`config.mk`:
```
export PLATFORM = sky130hd
export DESIGN_NAME = cam_capture_crop
export DESIGN_NICKNAME = d
export VERILOG_FILES = /design/src/rtl/cam_capture_crop.sv
export SDC_FILE = /design/constraint.sdc
export NUM_CORES = 1
export LEC_CHECK = 0
export CORE_UTILIZATION = 30
export CTS_BUF_LIST = sky130_fd_sc_hd__clkbuf_8
export DETAILED_ROUTE_END_ITERATION = 6
export GPL_TIMING_DRIVEN = 0
export PLACE_DENSITY = 0.47
export SLEW_MARGIN = 20
export SYNTH_ARGS = -nofsm -noshare
export SYNTH_HDL_FRONTEND = slang
export SYNTH_SLANG_ARGS = --single-unit
```
`constraint.sdc`:
```
create_clock -name clk -period 2.4 [get_ports clk]
set_input_delay 0.48 -clock clk [delete_from_list [all_inputs] [get_ports clk]]
set_output_delay 0.48 -clock clk [all_outputs]
set_load 0.02 [all_outputs]
```
`src/rtl/cam_capture_crop.sv`:
```
// Camera capture stage: RGB565 byte pairs to RGB444 pixels, written to a 128x128 crop of a QVGA frame.
// Optional build macro CAM_CAPTURE_TESTPAT_EN adds input tp_en for a position-coded test pattern.
module cam_capture_crop #(
    parameter int C_SRC_COLS    = 320,
    parameter int C_SRC_ROWS    = 240,
    parameter int C_IMG_COLS    = 128,
    parameter int C_IMG_ROWS    = 128,
    parameter int C_COL_OFS     = 96,
    parameter int C_ROW_OFS     = 56,
    parameter int C_NB_IMG_PXLS = 14
) (
    input  logic                     clk,
    input  logic                     rst,
    input  logic                     cam_vsync,
    input  logic                     cam_href,
    input  logic                     cam_byte_en,
    input  logic [7:0]               cam_data,
`ifdef CAM_CAPTURE_TESTPAT_EN
    input  logic                     tp_en,
`endif
    output logic                     wea,
    output logic [C_NB_IMG_PXLS-1:0] addra,
    output logic [11:0]              dina,
    output logic                     frame_done,
    output logic                     line_err
);
    localparam int C_COL_W    = $clog2(C_SRC_COLS + 1);
    localparam int C_ROW_W    = $clog2(C_SRC_ROWS + 1);
    localparam int C_COL_BITS = $clog2(C_IMG_COLS);
    localparam int C_ROW_BITS = C_NB_IMG_PXLS - C_COL_BITS;

    localparam logic [1:0] S_SYNC   = 2'd0;
    localparam logic [1:0] S_VBLANK = 2'd1;
    localparam logic [1:0] S_ACTIVE = 2'd2;

    logic [1:0]               r_state;
    logic [C_COL_W-1:0]       r_src_col;
    logic [C_ROW_W-1:0]       r_src_row;
    logic                     r_phase;
    logic [6:0]               r_hi;
    logic                     r_href_d;
    logic                     r_wea;
    logic [C_NB_IMG_PXLS-1:0] r_addra;
    logic [11:0]              r_dina;
    logic                     r_frame_done;
    logic                     r_line_err;

    logic [C_COL_W-1:0]       w_col_rel;
    logic [C_ROW_W-1:0]       w_row_rel;
    logic                     w_in_win;
    logic [C_NB_IMG_PXLS-1:0] w_addr;
    logic [11:0]              w_cam_px;
    logic [11:0]              w_px;

    // Unsigned wrap makes the lower window bound fall out of a single compare.
    assign w_col_rel = r_src_col - C_COL_W'(C_COL_OFS);
    assign w_row_rel = r_src_row - C_ROW_W'(C_ROW_OFS);
    assign w_in_win  = (w_col_rel < C_COL_W'(C_IMG_COLS)) && (w_row_rel < C_ROW_W'(C_IMG_ROWS));
    assign w_addr    = {w_row_rel[C_ROW_BITS-1:0], w_col_rel[C_COL_BITS-1:0]};

    // Only the high-byte bits that survive the RGB444 reduction are kept in r_hi.
    assign w_cam_px = {r_hi[6:3], r_hi[2:0], cam_data[7], cam_data[4:1]};

`ifdef CAM_CAPTURE_TESTPAT_EN
    assign w_px = tp_en ? {w_col_rel[6:3], w_row_rel[6:3], 4'hF} : w_cam_px;
`else
    assign w_px = w_cam_px;
`endif

    always_ff @(posedge clk) begin
        r_href_d     <= cam_href;
        r_wea        <= 1'b0;
        r_frame_done <= 1'b0;
        if (rst) begin
            r_state    <= S_SYNC;
            r_src_col  <= '0;
            r_src_row  <= '0;
            r_phase    <= 1'b0;
            r_hi       <= '0;
            r_href_d   <= 1'b0;
            r_addra    <= '0;
            r_dina     <= '0;
            r_line_err <= 1'b0;
        end else begin
            case (r_state)
                S_SYNC: begin
                    if (cam_vsync)
                        r_state <= S_VBLANK;
                end
                S_VBLANK: begin
                    if (!cam_vsync) begin
                        r_state   <= S_ACTIVE;
                        r_src_col <= '0;
                        r_src_row <= '0;
                        r_phase   <= 1'b0;
                    end
                end
                S_ACTIVE: begin
                    if (cam_vsync) begin
                        // Frame end also terminates any line still in progress.
                        r_frame_done <= 1'b1;
                        r_state      <= S_VBLANK;
                        r_src_col    <= '0;
                        r_phase      <= 1'b0;
                        if (r_phase)
                            r_line_err <= 1'b1;
                    end else if (r_href_d && !cam_href) begin
                        if (r_src_row != C_ROW_W'(C_SRC_ROWS))
                            r_src_row <= r_src_row + 1'b1;
                        r_src_col <= '0;
                        r_phase   <= 1'b0;
                        if (r_phase)
                            r_line_err <= 1'b1;
                    end else if (cam_href && cam_byte_en) begin
                        r_phase <= ~r_phase;
                        if (!r_phase) begin
                            r_hi <= {cam_data[7:4], cam_data[2:0]};
                        end else if (r_src_col == C_COL_W'(C_SRC_COLS)) begin
                            r_line_err <= 1'b1;
                        end else begin
                            r_src_col <= r_src_col + 1'b1;
                            if (w_in_win) begin
                                r_wea   <= 1'b1;
                                r_addra <= w_addr;
                                r_dina  <= w_px;
                            end
                        end
                    end
                end
                default: r_state <= S_SYNC;
            endcase
        end
    end

    assign wea        = r_wea;
    assign addra      = r_addra;
    assign dina       = r_dina;
    assign frame_done = r_frame_done;
    assign line_err   = r_line_err;
endmodule
```
### Word level (Yosys, flattened, before mapping)

Index checks and enable logic that the tools add are counted.

| cells by class | value |
|---|---|
| multiplexer cells | 28 |
| bitwise logic cells | 6 |
| order comparisons | 2 |
| reductions and logical operators | 19 |
| equality and inequality tests | 12 |
| $add $sub $neg | 4 |

Operators with widths:

| operator | number |
|---|---|
| 2-to-1 mux 9 bit | 6 |
| 2-to-1 mux 8 bit | 4 |
| one-hot mux 9 bit (2 select lines) | 1 |
| one-hot mux 8 bit (2 select lines) | 1 |
| AND reduction 5 bit | 3 |
| 2-to-1 mux 1 bit | 12 |
| != test 4 bit, second input constant | 3 |
| adder 9 x 1 -> 9 bit, second input constant | 1 |
| equality test 9 bit, second input constant | 1 |
| less-than comparator 9 x 8 -> 1 bit, second input constant | 1 |
| nonzero test 3 bit | 3 |
| subtractor 9 x 7 -> 9 bit, second input constant | 1 |
| adder 8 x 1 -> 8 bit, second input constant | 1 |
| less-than comparator 8 bit, second input constant | 1 |
| != test 2 bit, second input constant | 4 |
| != test 8 bit, second input constant | 1 |
| subtractor 8 x 6 -> 8 bit, second input constant | 1 |
| AND reduction 7 bit | 1 |
| OR reduction 7 bit | 1 |
| NOT 1 bit | 6 |
| 2-to-1 mux 2 bit | 2 |
| one-hot mux 2 bit (2 select lines) | 1 |
| AND reduction 4 bit | 1 |
| OR reduction 2 bit | 2 |
| 10 further kinds | 12 |

| word-level totals | value |
|---|---|
| logic and storage cells | 82 |
| register bits | 57 |
| output and inout port bits | 29 |

### Logic depth before layout (Yosys ltp)

Gate-level depths: netlist of run 1.

| logic depth | value |
|---|---|
| word-level depth | 7 |
| gate-level depth with buffers | 8 |

### Worst setup path after synthesis of run 1

Ideal clock, no wire load.

| timing path | value |
|---|---|
| path type | reg-to-reg |
| start | register r_state[0] |
| end | register r_src_row[7] |
| clock period less this slack | 1879 ps |
| buffers on the path | 1 |
| path slack | 521 ps |
| data arrival time | 1809 ps |
| stages on the path, launching flop included | 8 |
| required time | 2330 ps |
| path through | dfxtp_1 -> inv_1 -> ha_1 -> buf_4 -> nor3b_1 -> a31oi_1 -> or4_1 -> a21oi_1 |

| between the ends | value |
|---|---|
| cells in the longest elaborated chain, start to end | 3 |

RTL lines:

| item | RTL line | text |
|---|---|---|
| from (decl) | 36 | `logic [1:0] r_state;` |
| from (signal assigned) | 75 | `r_state <= S_SYNC;` |
| from (signal assigned) | 88 | `r_state <= S_VBLANK;` |
| from (signal assigned) | 92 | `r_state <= S_ACTIVE;` |
| equality test 2 bit or equality test 2 x 1 -> 1 bit (tied branches) | 85 | `case (r_state)` |
| != test 2 bit (no line) or nonzero test 2 bit (tied branches) | n/a |  |
| AND reduction 5 bit (no line) | n/a |  |
| to (signal assigned) | 109 | `r_src_row <= r_src_row + 1'b1;` |
| to (decl) | 38 | `logic [C_ROW_W-1:0] r_src_row;` |

Several ways; a longest one is shown, not always the timed one.
A chain may end at the register's enable or synchronous reset.

### Final worst setup path of run 1

| timing path | value |
|---|---|
| start | input port cam_href |
| end | register r_dina[4], in the netlist dina[4] |

| between the ends | value |
|---|---|
| cells in the longest elaborated chain, start to end | 4 |

RTL lines:

| item | RTL line | text |
|---|---|---|
| from (decl) | 15 | `input logic cam_href,` |
| logical NOT 1 bit | 107 | `end else if (r_href_d && !cam_href) begin` |
| logical AND 1 bit | 107 |  |
| NOT 1 bit (no line) | n/a |  |
| AND reduction 7 bit (no line) * | n/a |  |
| to (signal assigned) | 125 | `r_dina <= w_px;` |
| to (decl) | 44 | `logic [11:0] r_dina;` |

Mark *: on every way between the ends. The rest lies on a longest branch, timed or not.

==> run metrics, run 1 <==
# rows 35; Hold WS 0.472 ns; DRC viols 0; Critical Path End Type flip-flop; final worst slack 0.200 ns; Placed Cells 484; worst rel slew slack 52.4%; Setup crit start kind input port; Die Span Y 101 µm; number of synthesized flops with an enable pin 0; first-pass GRT wire length 11.6 mm; Clock Power Share 44.3%; initial core utilization 31.4%; HP Start addra[11]; Max clock buf depth 2; Area after DPL 3520 µm²; Worst Max-Slew Pin Slew 0.709 ns; DRT iter0 DRCs 80; peak supply drop 0.323 mV; TritonRoute pass-1 iters 5; Setup TNS 0 ns; setup violators final 0; cell area after layout 3740 µm²; Area contributors post-synth dfxtp_1, mux2i_1, nand2b_1; initial antenna violation count 0; vias per cell 4.76; DR WL/cell 14.1 µm; vias in the first global route 2292; Worst Path Arrival 2.46 ns; PwrDens 611 nW/µm²; vias post-DR 2380; Max Clk Rate 454 MHz; Layout area overhead 26.4%; RePlAce Congestion 0.794; Mapped Area 2960 µm²; Final Hold Fails 0; cell count after synthesis 315; largest net degree at the start of global routing 11; Clock transition at path regs 0.07 ns; fraction of registers with async set/reset 0%; CTS Root Cell clkbuf_8; pre-CTS setup slack -0.129 ns; Clock Skew 0.0136 ns; fin util 39.7%; RR Startpoint r_state[0]; CP required 2.66 ns; n_diodes 0; Mapped Avg Cell Area 9.39 µm²; core box area 9420 µm²; run status finished clean; gr usage total 14.8%; Seq/Total Area, Yosys 38.6%; # nets final 390; grt ovf 0; Final Cycle Share 91.7%; #FFs+latches synth 57; Ports 42; final slew viol count 0; port bufs 40; max cap viols 0; RSZ-0062 raised after global routing no; Post-Route WL 7.04 mm; Tmin final 2.20 ns; Sw Pwr 0.597 mW; Met1 Wirelength 3.81 mm; layout cells sized above 1 8.63%; syn_nets 339; most common cell after layout, fill and taps aside dfxtp_1; Synth top area share 38.6%; Slowest-stage cell, CP clkdlybuf4s50_1; chip width 101 µm; power share of the combinational group 13.2%; crit-path cells clkdlybuf4s50_1 -> and3_1 -> o21ai_2 -> nor4_1 -> buf_6 -> buf_6 -> mux2i_1; Pwr Total 2.28 mW; Synth cell types 51; worst-skew pair later-pin latency 0.33 ns; die area 10300 µm²; Worst Hold Class flip-flop to flip-flop; post-synth top area cell dfxtp_1; yosys synthesis warning count 0; sequential share of power 42.5%; max incr delay on CP 0.59 ns; uppermost layer routed met4; Int Pwr 1.69 mW; WS Path Type input port to flip-flop; Critical Path Start cam_href; most used cell, CP buf_6; Leak Pwr 1.23 nW; met3 routed WL 163 µm; clock sinks 57; CTS tree done; most frequent cells in the layout dfxtp_1, nand2b_1, clkdlybuf4s50_1; total CTS buffers 9; post-route ant nets 0; crit path max fanout 10; met2 WL 2.99 mm; Finished Layout Cells 500; htree depth 3; HPWL Detailed 5.05 mm; Post-synth top flop dfxtp_1; Sw Ratio 26.1%
-- final timing paths --
path                       end  slack [ns]  depth (start not counted)
setup / recovery       dina[4]        0.20                          7
hold reg to reg      addra[11]        0.47                          2
hold / removal       addra[11]        0.47                          2
setup reg to reg  r_src_row[7]        0.20                          7
-- per-layer routing --
metal	global-route usage, %	vias to the layer above
met2	21.3	40
li1	-	1204
met3	2.48	9
met4	5.69	0
met1	21.7	1127
met5	0	-
-- worst max-delay path, delay by kind of cell --
kind | cells | cell delay [ns]
compound gates | 1 | 0.11
buf+inv | 3 | 1.00
simple gates | 2 | 0.68
mux | 1 | 0.20
-- registers in the layout (all words and copies together), names as in the netlist --
| register | count |
|---|---|
| r_src_col | 9 |
| r_phase | 1 |
| dina | 12 |
| line_err | 1 |
| wea | 1 |
| r_src_row | 8 |
| r_state | 2 |
| addra | 14 |
| r_href_d | 1 |
| frame_done | 1 |
| r_hi | 7 |
-- cells by family after synthesis --
logic type,share of synthesized area [%]
simple gates,27.5
compound gates,9.56
buf+inv,4.69
mux,12.6
fa+ha+maj,4.65
flops,38.6
xor+xnor,2.37
-- Yosys cell counts, types with 2 or more instances --
| cell | n |
|---|---|
| or3b_2 | 2 |
| and4_1 | 2 |
| nor3b_1 | 2 |
| buf_6 | 3 |
| o211ai_1 | 2 |
| or4_1 | 2 |
| mux2i_1 | 34 |
| nand4_1 | 6 |
| xor2_1 | 3 |
| a2111oi_0 | 3 |
| nor2_1 | 18 |
| nand2b_1 | 50 |
| inv_1 | 10 |
| clkbuf_1 | 12 |
| ha_1 | 11 |
| nand4b_1 | 3 |
| dfxtp_1 | 57 |
| o21ai_0 | 4 |
| and3_1 | 3 |
| xnor2_1 | 5 |
| nand3b_1 | 5 |
| nor3_1 | 2 |
| or2_2 | 2 |
| nand2_1 | 8 |
| mux2_1 | 3 |
| nor4_1 | 3 |
| a31oi_1 | 3 |
| nor2b_1 | 8 |
| nand3_1 | 8 |
| a211o_1 | 2 |
| a21oi_1 | 17 |
| buf_2 | 3 |
-- layout make-up --
class	instances	area, µm²
fill	984	5670
multi-input combinational	229	1680
sequential	57	1140
timing repair buffer	40	400
tap	129	161
clock buffer	10	138
buffer	19	101
clock inverter	6	82.6
inverter	10	37.5
-- power groups by stage --
stage / registers, mW / logic [mW] / clock network [mW]
detailed placement: 0.992 / 0.300 / 0
CTS: 0.970 / 0.301 / 1.04
global route: 0.973 / 0.338 / 1.09
global placement: 0.991 / 0.300 / 0
finish: 0.970 / 0.301 / 1.01
floorplan: 0.990 / 0.213 / 0
-- repair_timing --
item	4_1_cts	5_1_grt
endpoints found under the setup margin	0	2
setup buffers	0	0
hold buffers	0	0
gates resized for setup	0	1
Note: power is estimated with default switching activity, not from simulation.
==> run 2: changes to the inputs <==
--- a/config.mk
+++ b/config.mk
@@ -8,7 +8,6 @@
 export CORE_UTILIZATION = 30
 export CTS_BUF_LIST = sky130_fd_sc_hd__clkbuf_8
 export DETAILED_ROUTE_END_ITERATION = 6
-export GPL_TIMING_DRIVEN = 0
 export PLACE_DENSITY = 0.47
 export SLEW_MARGIN = 20
 export SYNTH_ARGS = -nofsm -noshare
==> run 2 against run 1 <==
  * Worst setup slack improved by 0.13 ns
  * Cell count fell by 0.20%
  * Utilization rose by 0.86 points
  * Count of clock-buffer cells in the layout rose by 2
  * Combinational power rose by 4%
  * Critical endpoint is now r_src_row[7]
  * Largest cell class unchanged
==> run metrics, run 2 (synthesis gave the netlist of run 1 again) <==
crit-path cells inv_1 -> ha_1 -> buf_4 -> nor3b_1 -> a31oi_1 -> or4_1 -> a21oi_1; worst rel slew slack 63.6% (+11 points); vias per cell 4.61 (-3.2%); Post-CTS Resized 0 (unchanged); n_diodes 0 (unchanged); RR Startpoint r_state[0]; RePlAce Congestion 0.794 (unchanged); grt ovf 0 (unchanged); Layout area overhead 29.2%; Clock Skew 0.00772 ns (-0.00590 ns); Setup TNS 0 ns (unchanged); Post-Route WL 6.60 mm (-6.3%); CP required 2.67 ns (about the same); DRC viols 0 (unchanged); Die Span Y 101 µm (unchanged); Worst Path Arrival 2.33 ns (-0.13 ns); htree depth 3 (unchanged); DR WL/cell 13.2 µm (-6.1%); Tmin final 2.07 ns (-0.135 ns); most frequent cells in the layout dfxtp_1, nand2b_1, clkdlybuf4s50_1; # nets final 389 (-0.26%); reg2reg end r_src_row[7]; HP Start addra[2]; CTS Root Cell clkbuf_8; Critical Path End Type flip-flop; initial antenna violation count 0 (unchanged); gr usage total 13.9% (-0.84 points); Most Crowded Layer GR met2; M2 GR Usage 21.0% (-0.26 points); crit path max fanout 7 (-3); worst-skew pair later-pin latency 0.33 ns (about the same); Worst Max-Slew Pin Slew 0.533 ns (-0.177 ns); Max clock buf depth 2 (unchanged); initial core utilization 31.4% (unchanged); largest net degree at the start of global routing 37 (+26); Final Cycle Share 86.1% (-5.6 points); DRT iter0 DRCs 118 (+48%); RSZ-0062 raised after global routing no; met1 Use GR 19.1% (-2.5 points); Hold Buf Count CTS 0 (unchanged); final slew viol count 0 (unchanged); layout cells sized above 1 12.2% (+3.5 points); max incr delay on CP 0.51 ns (-0.08 ns); Pwr Total 2.36 mW (+3.2%); die area 10300 µm² (unchanged); CTS tree done; max reg flops 14 (unchanged); chip width 101 µm (unchanged); # rows 35 (unchanged); Max Clk Rate 484 MHz (+6.5%); Endpoint, Worst Hold addra[2]; Slowest-stage cell, CP or4_1; setup violators final 0 (unchanged); met3 GRT Util 2.83% (+0.35 points); post-route ant nets 0 (unchanged); sequential cell area 1140 µm² (unchanged); port bufs 41 (+2.5%); R2R setup slack 0.33 ns (+0.13 ns); Leak Pwr 1.28 nW (+4.1%); Layout fillers 946 (-3.9%); Hold Path Depth 2 (unchanged); run status finished clean; reg2reg path depth 7 (unchanged); Final Hold Fails 0 (unchanged); total CTS buffers 9 (unchanged); max cap viols 0 (unchanged); Setup crit start kind flip-flop; WS Path Type flip-flop to flip-flop; area of the multi-input gates 1690 µm² (+0.37%); Clock transition at path regs 0.07 ns (about the same); HPWL Detailed 4.83 mm (-4.4%); clock sinks 57 (unchanged); most common cell after layout, fill and taps aside dfxtp_1; Worst Hold Class flip-flop to flip-flop; PwrDens 617 nW/µm² (+1.0%); Ports 42 (unchanged); vias in the first global route 2223 (-3.0%); Post-CTS Setup Inserts 0 (unchanged); first-pass GRT wire length 11.0 mm (-5.9%); TritonRoute pass-1 iters 4 (-1); peak supply drop 0.254 mV (-21%); core box area 9420 µm² (unchanged); vias post-DR 2300 (-3.4%)
run 2: cell types whose count changed in the layout (fill, tap and decap cells not counted), moves of 2 or more:
cell / previous run / this run
clkbuf_8: 10 / 12
buf_4: 1 / 15
buf_2: 3 / 1
clkbuf_1: 12 / 0
buf_12: 0 / 2
buf_6: 3 / 0
run 2: worst max-delay path by stage:
| stage | depth (start not counted) | endpoint | slack, ns | startpoint |
|---|---|---|---|---|
| 2_1_floorplan | 7 | r_src_row[7] | 0.52 | r_state[0] |
| 3_5_place_dp | 6 | addra[5] | 0.02 | cam_href |
| 4_1_cts | 7 | r_src_row[7] | 0.33 | r_state[0] |
| 5_1_grt | 7 | r_src_row[7] | 0.16 | r_state[0] |
| 6_report | 7 | r_src_row[7] | 0.33 | r_state[0] |
| 3_3_place_gp | 6 | addra[10] | 0.06 | cam_href |
run 2: per-layer routing:
| layer | vias to the layer above | wire length [µm] |
|---|---|---|
| met5 | - | 0 |
| met4 | 0 | 126 |
| met3 | 9 | 203 |
| met2 | 30 | 2890 |
| met1 | 1056 | 3390 |
| li1 | 1205 | - |
run 2: report_power, final:
group	leakage, nW	switching [mW]	internal (mW)
sequential	0.460	0.0130	0.958
clock	0.123	0.404	0.670
combinational	0.700	0.174	0.139
run 2: final cells by class:
cell class / count / area share, %
flip-flops and latches: 57 / 29.9
multi-input cells: 229 / 44.1
clock inverters: 4 / 1.93
repair buffers: 58 / 14.6
inverters: 10 / 0.982
well taps: 129 / 4.22
clock buffers: 12 / 4.32
run 2: critical path, delay by kind of cell, from the launching register on:
| kind | cells | cell delay [ns] |
|---|---|---|
| buf+inv | 2 | 0.26 |
| fa+ha+maj | 1 | 0.26 |
| flops | 1 | 0.41 |
| compound gates | 2 | 0.29 |
| simple gates | 2 | 0.77 |
run 2: through the flow:
| stage | cells | hold WS [ns] | cell area (µm²) | setup slack [ns] | util [%] |
|---|---|---|---|---|---|
| 4_1_cts | 499 | 0.477 | 3820 | 0.330 | 40.6 |
| 2_1_floorplan | 315 | 0.451 | 2960 | 0.521 | - |
| 3_3_place_gp | 483 | 0.460 | 3580 | 0.0602 | 38.1 |
| 6_report | 499 | 0.473 | 3820 | 0.334 | 40.6 |
| 3_5_place_dp | 483 | 0.460 | 3580 | 0.0223 | 38.1 |
| 5_1_grt | 499 | 0.491 | 3820 | 0.163 | 40.6 |
